===== config.mk =====
export PLATFORM = sky130hd
export DESIGN_NAME = traffic_light_monitor
export DESIGN_NICKNAME = d
export VERILOG_FILES = /design/src/rtl/traffic_light_monitor_pkg.sv /design/src/rtl/traffic_light_monitor_sat_counter.sv /design/src/rtl/traffic_light_monitor.sv
export SDC_FILE = /design/constraint.sdc
export NUM_CORES = 1
export LEC_CHECK = 0
export CORE_MARGIN = 2
export CORE_UTILIZATION = 30
export DETAILED_ROUTE_END_ITERATION = 6
export GPL_TIMING_DRIVEN = 0
export SLEW_MARGIN = 25
export SYNTH_ARGS = -nofsm -noshare
export SYNTH_HDL_FRONTEND = slang
export SYNTH_SLANG_ARGS = --single-unit

===== constraint.sdc =====
create_clock -name clk -period 2.4 [get_ports clk]
set_input_delay 0.24 -clock clk [delete_from_list [all_inputs] [get_ports clk]]
set_output_delay 0.24 -clock clk [all_outputs]
set_load 0.005 [all_outputs]

===== src/rtl/traffic_light_monitor_pkg.sv =====
// Shared types for the traffic light monitor.
// Holds the FSM states, fault codes and the lamp decoder.
package traffic_pkg;

  typedef enum logic [2:0] {
    SYNC,
    ALL_RED,
    NS_GO,
    EW_GO,
    FAULT
  } state_e;

  typedef enum logic [1:0] {
    L_STOP,
    L_GO,
    L_BAD
  } lamp_e;

  localparam logic [2:0] FC_NONE     = 3'd0;
  localparam logic [2:0] FC_CONFLICT = 3'd1;
  localparam logic [2:0] FC_ENCODING = 3'd2;
  localparam logic [2:0] FC_NO_CLEAR = 3'd3;
  localparam logic [2:0] FC_SHORT    = 3'd4;
  localparam logic [2:0] FC_LONG     = 3'd5;

  function automatic lamp_e lamp_decode(
    input logic g,
    input logic r
  );
    lamp_e l;
    case ({g, r})
      2'b10:   l = L_GO;
      2'b01:   l = L_STOP;
      default: l = L_BAD;
    endcase
    return l;
  endfunction

endpackage


===== src/rtl/traffic_light_monitor_sat_counter.sv =====
// Saturating up-counter with synchronous load-to-one.
// Measures how long the monitor has stayed in one state.
module sat_counter #(
  parameter int W = 16
) (
  input  logic         clk,
  input  logic         rst,
  input  logic         load,
  input  logic         inc,
  output logic [W-1:0] q
);

  logic [W-1:0] q_d, q_q;

  // next value: load wins, otherwise count up and stick at all-ones
  always_comb begin
    q_d = q_q;
    if (load) begin
      q_d = W'(1);
    end else if (inc && (q_q != '1)) begin
      q_d = q_q + 1'b1;
    end
  end

  // counter register
  always_ff @(posedge clk or posedge rst) begin
    if (rst) q_q <= '0;
    else     q_q <= q_d;
  end

  assign q = q_q;

endmodule


===== src/rtl/traffic_light_monitor.sv =====
// Passive checker on the four lamp outputs of the traffic controller.
// Tracks phases, times dwells and latches the first safety violation.
module traffic_light_monitor
  import traffic_pkg::*;
#(
  parameter int MIN_GREEN  = 4,
  parameter int MAX_GREEN  = 32,
  parameter int MIN_ALLRED = 1,
  parameter int CNT_W      = 16
) (
  input  logic             clk,
  input  logic             rst,
  input  logic             NS_green,
  input  logic             NS_red,
  input  logic             EW_green,
  input  logic             EW_red,
  input  logic             clr_fault,
  output logic             fault,
  output logic [2:0]       fault_code,
  output logic             phase_done,
  output logic             phase_dir,
  output logic [CNT_W-1:0] dwell,
  output logic [CNT_W-1:0] cycle_count
);

  state_e state_q, state_d;
  lamp_e  ns_l, ew_l, own_l, oth_l;
  logic   conflict, bad, done;
  logic [2:0] viol;

  logic             fault_q, fault_d;
  logic [2:0]       code_q, code_d;
  logic             done_q, done_d;
  logic             dir_q, dir_d;
  logic [CNT_W-1:0] cnt_q, cnt_d;
  logic [CNT_W-1:0] dwell_q;

  assign ns_l     = lamp_decode(NS_green, NS_red);
  assign ew_l     = lamp_decode(EW_green, EW_red);
  assign own_l    = (state_q == EW_GO) ? ew_l : ns_l;
  assign oth_l    = (state_q == EW_GO) ? ns_l : ew_l;
  assign conflict = NS_green & EW_green;
  assign bad      = (ns_l == L_BAD) || (ew_l == L_BAD);

  // dwell restarts at one whenever the state changes
  sat_counter #(.W(CNT_W)) u_dwell (
    .clk  (clk),
    .rst  (rst),
    .load (state_d != state_q),
    .inc  (1'b1),
    .q    (dwell_q)
  );

  // state register
  always_ff @(posedge clk or posedge rst) begin
    if (rst) state_q <= SYNC;
    else     state_q <= state_d;
  end

  // next state, violation code and phase completion
  always_comb begin
    state_d = state_q;
    viol    = FC_NONE;
    done    = 1'b0;
    if (state_q == FAULT) begin
      if (clr_fault) state_d = SYNC;
    end else if (conflict) begin
      viol = FC_CONFLICT;
    end else if (bad) begin
      viol = FC_ENCODING;
    end else begin
      unique case (state_q)
        SYNC: begin
          if (ns_l == L_STOP && ew_l == L_STOP)
            state_d = ALL_RED;
        end
        ALL_RED: begin
          if (ns_l == L_GO || ew_l == L_GO) begin
            if (dwell_q < CNT_W'(MIN_ALLRED))
              viol = FC_NO_CLEAR;
            else if (ns_l == L_GO)
              state_d = NS_GO;
            else
              state_d = EW_GO;
          end
        end
        NS_GO, EW_GO: begin
          if (own_l == L_GO) begin
            if (dwell_q == CNT_W'(MAX_GREEN))
              viol = FC_LONG;
          end else if (oth_l == L_GO) begin
            viol = FC_NO_CLEAR;
          end else if (dwell_q < CNT_W'(MIN_GREEN)) begin
            viol = FC_SHORT;
          end else begin
            done    = 1'b1;
            state_d = ALL_RED;
          end
        end
        default: ;
      endcase
    end
    if (viol != FC_NONE) state_d = FAULT;
  end

  // next values of the registered outputs
  always_comb begin
    fault_d = fault_q;
    code_d  = code_q;
    done_d  = 1'b0;
    dir_d   = dir_q;
    cnt_d   = cnt_q;
    if (state_q == FAULT && clr_fault) begin
      fault_d = 1'b0;
      code_d  = FC_NONE;
    end else if (viol != FC_NONE) begin
      fault_d = 1'b1;
      code_d  = viol;
    end
    if (done) begin
      done_d = 1'b1;
      dir_d  = (state_q == EW_GO);
      if (state_q == EW_GO) cnt_d = cnt_q + 1'b1;
    end
  end

  // output registers
  always_ff @(posedge clk or posedge rst) begin
    if (rst) begin
      fault_q <= 1'b0;
      code_q  <= FC_NONE;
      done_q  <= 1'b0;
      dir_q   <= 1'b0;
      cnt_q   <= '0;
    end else begin
      fault_q <= fault_d;
      code_q  <= code_d;
      done_q  <= done_d;
      dir_q   <= dir_d;
      cnt_q   <= cnt_d;
    end
  end

  assign fault       = fault_q;
  assign fault_code  = code_q;
  assign phase_done  = done_q;
  assign phase_dir   = dir_q;
  assign dwell       = dwell_q;
  assign cycle_count = cnt_q;

endmodule


== Word level (Yosys, flattened, before mapping) ==
Index checks and enable logic that the tools add are counted.

* Bitwise operators: 1
* Muxes and demuxes: 41
* $lt $le $gt $ge: 2
* Add/sub/neg operators: 2
* Equality and inequality tests: 17
* Reduce and logical (&&, ||, !) cells: 12

{| class="wikitable"
|+ Operator list
! operator !! number
|-
| 3-bit two-way mux || 20
|-
| 16-bit by 1-bit adder with 16-bit output (second input constant) || 2
|-
| 16-bit two-way mux || 2
|-
| 16-bit by 6-bit equality test with 1-bit output (second input constant) || 1
|-
| 16-bit by 1-bit less-than comparator with 1-bit output (second input constant) || 1
|-
| 16-bit by 3-bit less-than comparator with 1-bit output (second input constant) || 1
|-
| 16-bit != test (second input constant) || 1
|-
| 2-bit by 1-bit equality test with 1-bit output (second input constant) || 6
|-
| 1-bit two-way mux || 11
|-
| 3-bit one-hot mux with 3 select lines || 1
|-
| 2-bit equality test (second input constant) || 4
|-
| 2-bit two-way mux || 4
|-
| 2-bit one-hot mux with 2 select lines || 2
|-
| 3-bit by 2-bit equality test with 1-bit output (second input constant) || 2
|-
| 3-bit one-hot mux with 2 select lines || 1
|-
| 2-bit logical NOT || 2
|-
| 2-bit nonzero test || 2
|-
| 3-bit by 1-bit equality test with 1-bit output (second input constant) || 1
|-
| 3-bit equality test (second input constant) || 1
|-
| 3-bit logical NOT || 1
|-
| 3-bit != test || 1
|-
| 3-bit nonzero test || 1
|-
| 1-bit logical AND || 2
|-
| 1-bit logical OR || 2
|-
| 3 further kinds || 3
|}

* Output and inout bits: 38
* Logic and storage cells: 82
* Bits in registers: 41
* Bits of input ports: 7

== Depth between registers and ports, before layout ==
Gate-level depths: netlist (run 1).

* Word-level depth: 14
* Gate-level depth with buffers: 10
* Gate-level depth less buffers: 9

== Modules after synthesis ==
Synthesis (run 1) repeated with hierarchy kept, for this count alone.

* Cell total of the unflattened synthesis: 247
* Area, all modules: 2442.3 um^2

{| class="wikitable"
|+ Modules (own cells, without submodules)
! module !! instances !! area an instance (um^2) !! sequential area each (um^2) !! cells each
|-
| traffic_light_monitor || 1 || 1511.4 || 625.6 || 146
|-
| sat_counter || 1 || 930.9 || 400.4 || 101
|}

== Worst setup path after synthesis (run 1) ==
OpenSTA, ideal clock, no wires.

* Kind: reg2reg
* From: register u_dwell.q_q[3], in the netlist u_dwell.q[3]
* To: register u_dwell.q_q[0], in the netlist u_dwell.q[0]
* Setup time: 0.131 ns
* Path buffers: 0
* Stages on the path, launching flop included: 8
* Data required time: 2.269 ns
* Path slack: -0.060 ns
* Clock period less this slack: 2.460 ns
* Data arrival time: 2.329 ns
* Cells stage by stage: dfrtp_1 > nor4_2 > nand4_2 > or3_1 > o211a_1 > xnor2_1 > a211o_4 > or3_1

* Longest elaborated chain between the ends: 12
* Elaborated cells on any way between the ends: 28
* Those cells by class: order compare (2); eq/ne (3); mux (21); reduce/logical (2)

{| class="wikitable"
|+ RTL lines
! what !! RTL line !! RTL
|-
| start: declaration || traffic_light_monitor_sat_counter.sv:13 || <nowiki>logic [W-1:0] q_d, q_q;</nowiki>
|-
| start signal: assignment || traffic_light_monitor_sat_counter.sv:28 || <nowiki>else q_q <= q_d;</nowiki>
|-
| 16-bit by 3-bit less-than comparator with 1-bit output || traffic_light_monitor.sv:93 || <nowiki>end else if (dwell_q < CNT_W'(MIN_GREEN)) begin</nowiki>
|-
| 3-bit two-way mux || traffic_light_monitor.sv:93 ||
|-
| 3-bit two-way mux || traffic_light_monitor.sv:91 || <nowiki>end else if (oth_l == L_GO) begin</nowiki>
|-
| 3-bit two-way mux || traffic_light_monitor.sv:88 || <nowiki>if (own_l == L_GO) begin</nowiki>
|-
| 3-bit one-hot mux with 2 select lines || traffic_light_monitor.sv:72 || <nowiki>unique case (state_q)</nowiki>
|-
| 3-bit two-way mux || traffic_light_monitor.sv:69 || <nowiki>end else if (bad) begin</nowiki>
|-
| 3-bit two-way mux || traffic_light_monitor.sv:67 || <nowiki>end else if (conflict) begin</nowiki>
|-
| 3-bit two-way mux || traffic_light_monitor.sv:65 || <nowiki>if (state_q == FAULT) begin</nowiki>
|-
| 3-bit nonzero test || traffic_light_monitor.sv:103 || <nowiki>if (viol != FC_NONE) state_d = FAULT;</nowiki>
|-
| 3-bit two-way mux || traffic_light_monitor.sv:103 ||
|-
| 3-bit != test || traffic_light_monitor.sv:49 || <nowiki>.load (state_d != state_q),</nowiki>
|-
| 16-bit two-way mux or 2-bit nonzero test (tied branches) || - ||
|}

Parallel ways exist; a longest one is shown, timed or not.
A chain may end at the register's enable or synchronous reset.

== Final worst setup path (run 1) ==
* From: register u_dwell.q_q[15], in the netlist u_dwell.q[15]
* To: register u_dwell.q_q[0], in the netlist u_dwell.q[0]

The elaborated chain is that of the path after synthesis.

==> results.cfg, run 1 <==
[run_status]
status = finished with violations
violations = negative setup slack

[floorplanning]
row_count = 32
die_y_microns = 92.67
die_area_sq_mm = 0.008587
die_w_microns = 92.67
start_util = 0.3068
coreArea_sq_mm = 0.007687
io_pins = 45

[sta]
setup_viol = 1
layout_min_cycle_time_ns = 2.432
tightest_slew_ns = 0.5896
rsz0062_at_grt = yes
finClkSkew_ns = 0.007998
slew_viol_final = 0
holdWs_ns = 0.2858
fmax_mhz = 411.2
slew_headroom = 0.6033
period_share = 1.013
hold_viol = 0
worst_slack_ns = -0.03210

[synth]
synth_cells = 233
synth_top_area_frac = 0.4350
yosysSeqAreaShare = 0.4350
synth_area_leader_cell = dfrtp_1
synthArstFlopShare = 1.000
synth_top_cells_by_area = dfrtp_1 (44%), xor2_1 (5.6%), nor3_2 (4.7%), xnor2_1 (4.5%), ha_1 (4.2%)
synth-edff-count = 0
yosys_warnings = 0
syn-num-nets = 248
synth.cell_area_sq_mm = 0.002359
yosys-top-cells-count = dfrtp_1 (41), nor2_1 (25), xor2_1 (15)
ys_ff_latch = 41
yosysMostFrequentCell = dfrtp_1
synth.distinct_cells = 44
synth.avg_cell_area_sq_um = 10.12
synthFlopType = dfrtp_1

[placed_design]
portBuffers = 44
place_hpwl_mm = 3.846
dpl_worst_slack_ns = -0.6259
place_congestion = 0.8596

[clock_network]
clock_sinks = 41
holdBufCountCts = 0
clock_path_buffers = 2
cts_made_buffers = 5
clock_latency_ns = 0.29
clkSlewWorstSetupHoldPaths_ns = 0.08
tritoncts = done
cts_max_level = 2
root_buffer = clkbuf_8

[cells_and_area]
drive_above_1_share = 0.2458
syn_to_final_growth_pct = 40.27
multi_input_area_sq_mm = 0.001406
seqCellArea_sq_mm = 0.001031
utilization = 0.4303
fillers = 756
antennaDiodeCount = 0
finalNetCount = 312

[critical_path]
critPathArrivalTime_ns = 2.60
crit_chain = nor4_4 -> nand4_2 -> or3_4 -> o211a_4 -> xnor2_2 -> a211o_4 -> or3_1
cp_top_family = simple AND/OR/NAND/NOR gates
cpPeakStageDelay_ns = 0.44
crit_type = flip-flop to flip-flop
rr_startpoint = u_dwell.q[15]$_DFFE_PP0P_
cp-end-kind = flip-flop
cp.buffers_inverters = 0
slowest_stage = dfrtp_2
critPathMaxFanout = 4
startpoint = u_dwell.q[15]$_DFFE_PP0P_
critPathRequiredTime_ns = 2.57
start_kind = flip-flop

[power_and_ir_drop]
power.density_mw_per_mm2 = 678.5
irDropWorstVdd_uv = 393.3
leakagePower_nw = 1.405

[route]
via_count = 1932
via_per_inst = 4.842
wl_mm = 5.408
drtIter0Drc = 90
first_pass_iters = 4
drc = 0
antenna_left = 0
wl_per_cell_microns = 13.55

[global_routing]
overflow = 0
grt_max_degree = 22
antenna_found_initial = 0
grt_pass1_vias = 1864
grt_util_all_layers = 0.1288
grt_pass1_wl_mm = 8.956

[hold_path]
worst_hold_path_type = input port to asynchronous set/reset pin

[flow_run]
drv_cap = 0
-- registers in the layout, summed over array words and instances (netlist names) --
register / cells
fault: 1
phase_done: 1
state_q: 3
phase_dir: 1
u_dwell.q: 16
fault_code: 3
cycle_count: 16
-- metal layers --
layer	up-vias	global-route usage	share of wire
met5	-	0	0
met4	0	0.02206	0.0041
met3	3	0.03417	0.052
met2	41	0.2153	0.48
met1	935	0.1706	0.46
li1	953	-	-
-- timing repair --
item	in CTS	in global routing
pin swaps	5	3
setup buffers	7	5
resized for setup	17	16
endpoints found under the setup margin	29	30
cloned	0	0
-- logic make-up (layout without fill, tap and decap cells) --
| group | Yosys count | in the layout | share of synthesized area |
|---|---|---|---|
| DFF | 41 | 41 | 0.4350 |
| muxes | 5 | 5 | 0.02228 |
| xor gates and xnor gates | 27 | 27 | 0.1003 |
| adders and majority gates | 8 | 8 | 0.04244 |
| and+or+nand+nor | 112 | 112 | 0.2769 |
| AOI/OAI and AO/OA | 26 | 26 | 0.08859 |
| buffers and inverters | 14 | 78 | 0.03448 |
-- cell type report --
type                            count  share of cell area
Multi-Input combinational cell    178              0.4251
Tap cell                          102             0.03858
Inverter                            9             0.01021
Timing Repair Buffer               57              0.1687
Sequential cell                    41              0.3116
Buffer                              5             0.01437
Clock buffer                        5             0.02080
Clock inverter                      2             0.01059
-- where the power goes --
part           switching, W  leakage, nW  internal (W)
combinational      0.000464        0.803      0.000418
clock              0.000242       0.0540      0.000303
sequential        0.0000633        0.548      0.000754
total              0.000769         1.40       0.00148
-- worst paths after layout --
path / end / slack [ns] / cells past startpoint
min in group clk: cycle_count[15]$_DFFE_PP0P_ / 0.47 / 1
worst max-delay path: u_dwell.q[0]$_DFFE_PP0P_ / -0.03 / 7
max in group asynchronous: u_dwell.q[15]$_DFFE_PP0P_ / 1.63 / 3
worst min-delay path: cycle_count[12]$_DFFE_PP0P_ / 0.29 / 2
worst max register to register: u_dwell.q[0]$_DFFE_PP0P_ / -0.03 / 7
worst min register to register: cycle_count[15]$_DFFE_PP0P_ / 0.47 / 1
-- stage by stage --
step / instances / TNS, ns / power (W) / area [sq um]
3_5_place_dp: 380 / -14.90 / 0.001576 / 2954
2_1_floorplan: 233 / -0.04430 / 0.001341 / 2359
3_3_place_gp: 379 / -13.96 / 0.001567 / 2927
4_1_cts: 394 / -0.04036 / 0.002167 / 3174
5_1_grt: 399 / -0.8261 / 0.002386 / 3308
6_report: 399 / -0.03210 / 0.002244 / 3308
-- cell usage in the layout (no fill, tap or decap), types with 3 or more instances in the layout --
master | synthesis | routed
clkbuf_8 | 0 | 5
nor3_1 | 10 | 4
nor2_1 | 25 | 23
dfrtp_1 | 41 | 37
a21oi_1 | 3 | 3
xnor2_1 | 12 | 11
dfrtp_2 | 0 | 4
nand3_1 | 13 | 13
mux2i_1 | 3 | 3
inv_1 | 9 | 8
buf_4 | 1 | 13
nand2b_1 | 6 | 6
clkdlybuf4s50_1 | 0 | 44
nor3_2 | 11 | 15
nor4_1 | 4 | 4
a31oi_1 | 3 | 3
and3_1 | 4 | 4
nand2_1 | 13 | 13
nand4_1 | 8 | 8
o21ai_0 | 3 | 3
ha_1 | 8 | 6
xor2_1 | 15 | 15
Note: power is estimated with default switching activity, not from simulation.
==> inputs of run 2 (changes only) <==
--- a/config.mk
+++ b/config.mk
@@ -5,6 +5,7 @@
 export SDC_FILE = /design/constraint.sdc
 export NUM_CORES = 1
 export LEC_CHECK = 0
+export CAP_MARGIN = 10
 export CORE_MARGIN = 2
 export CORE_UTILIZATION = 30
 export DETAILED_ROUTE_END_ITERATION = 6
==> results of run 2 <==
Final layout, timing and power as in run 1 (identical DEF).
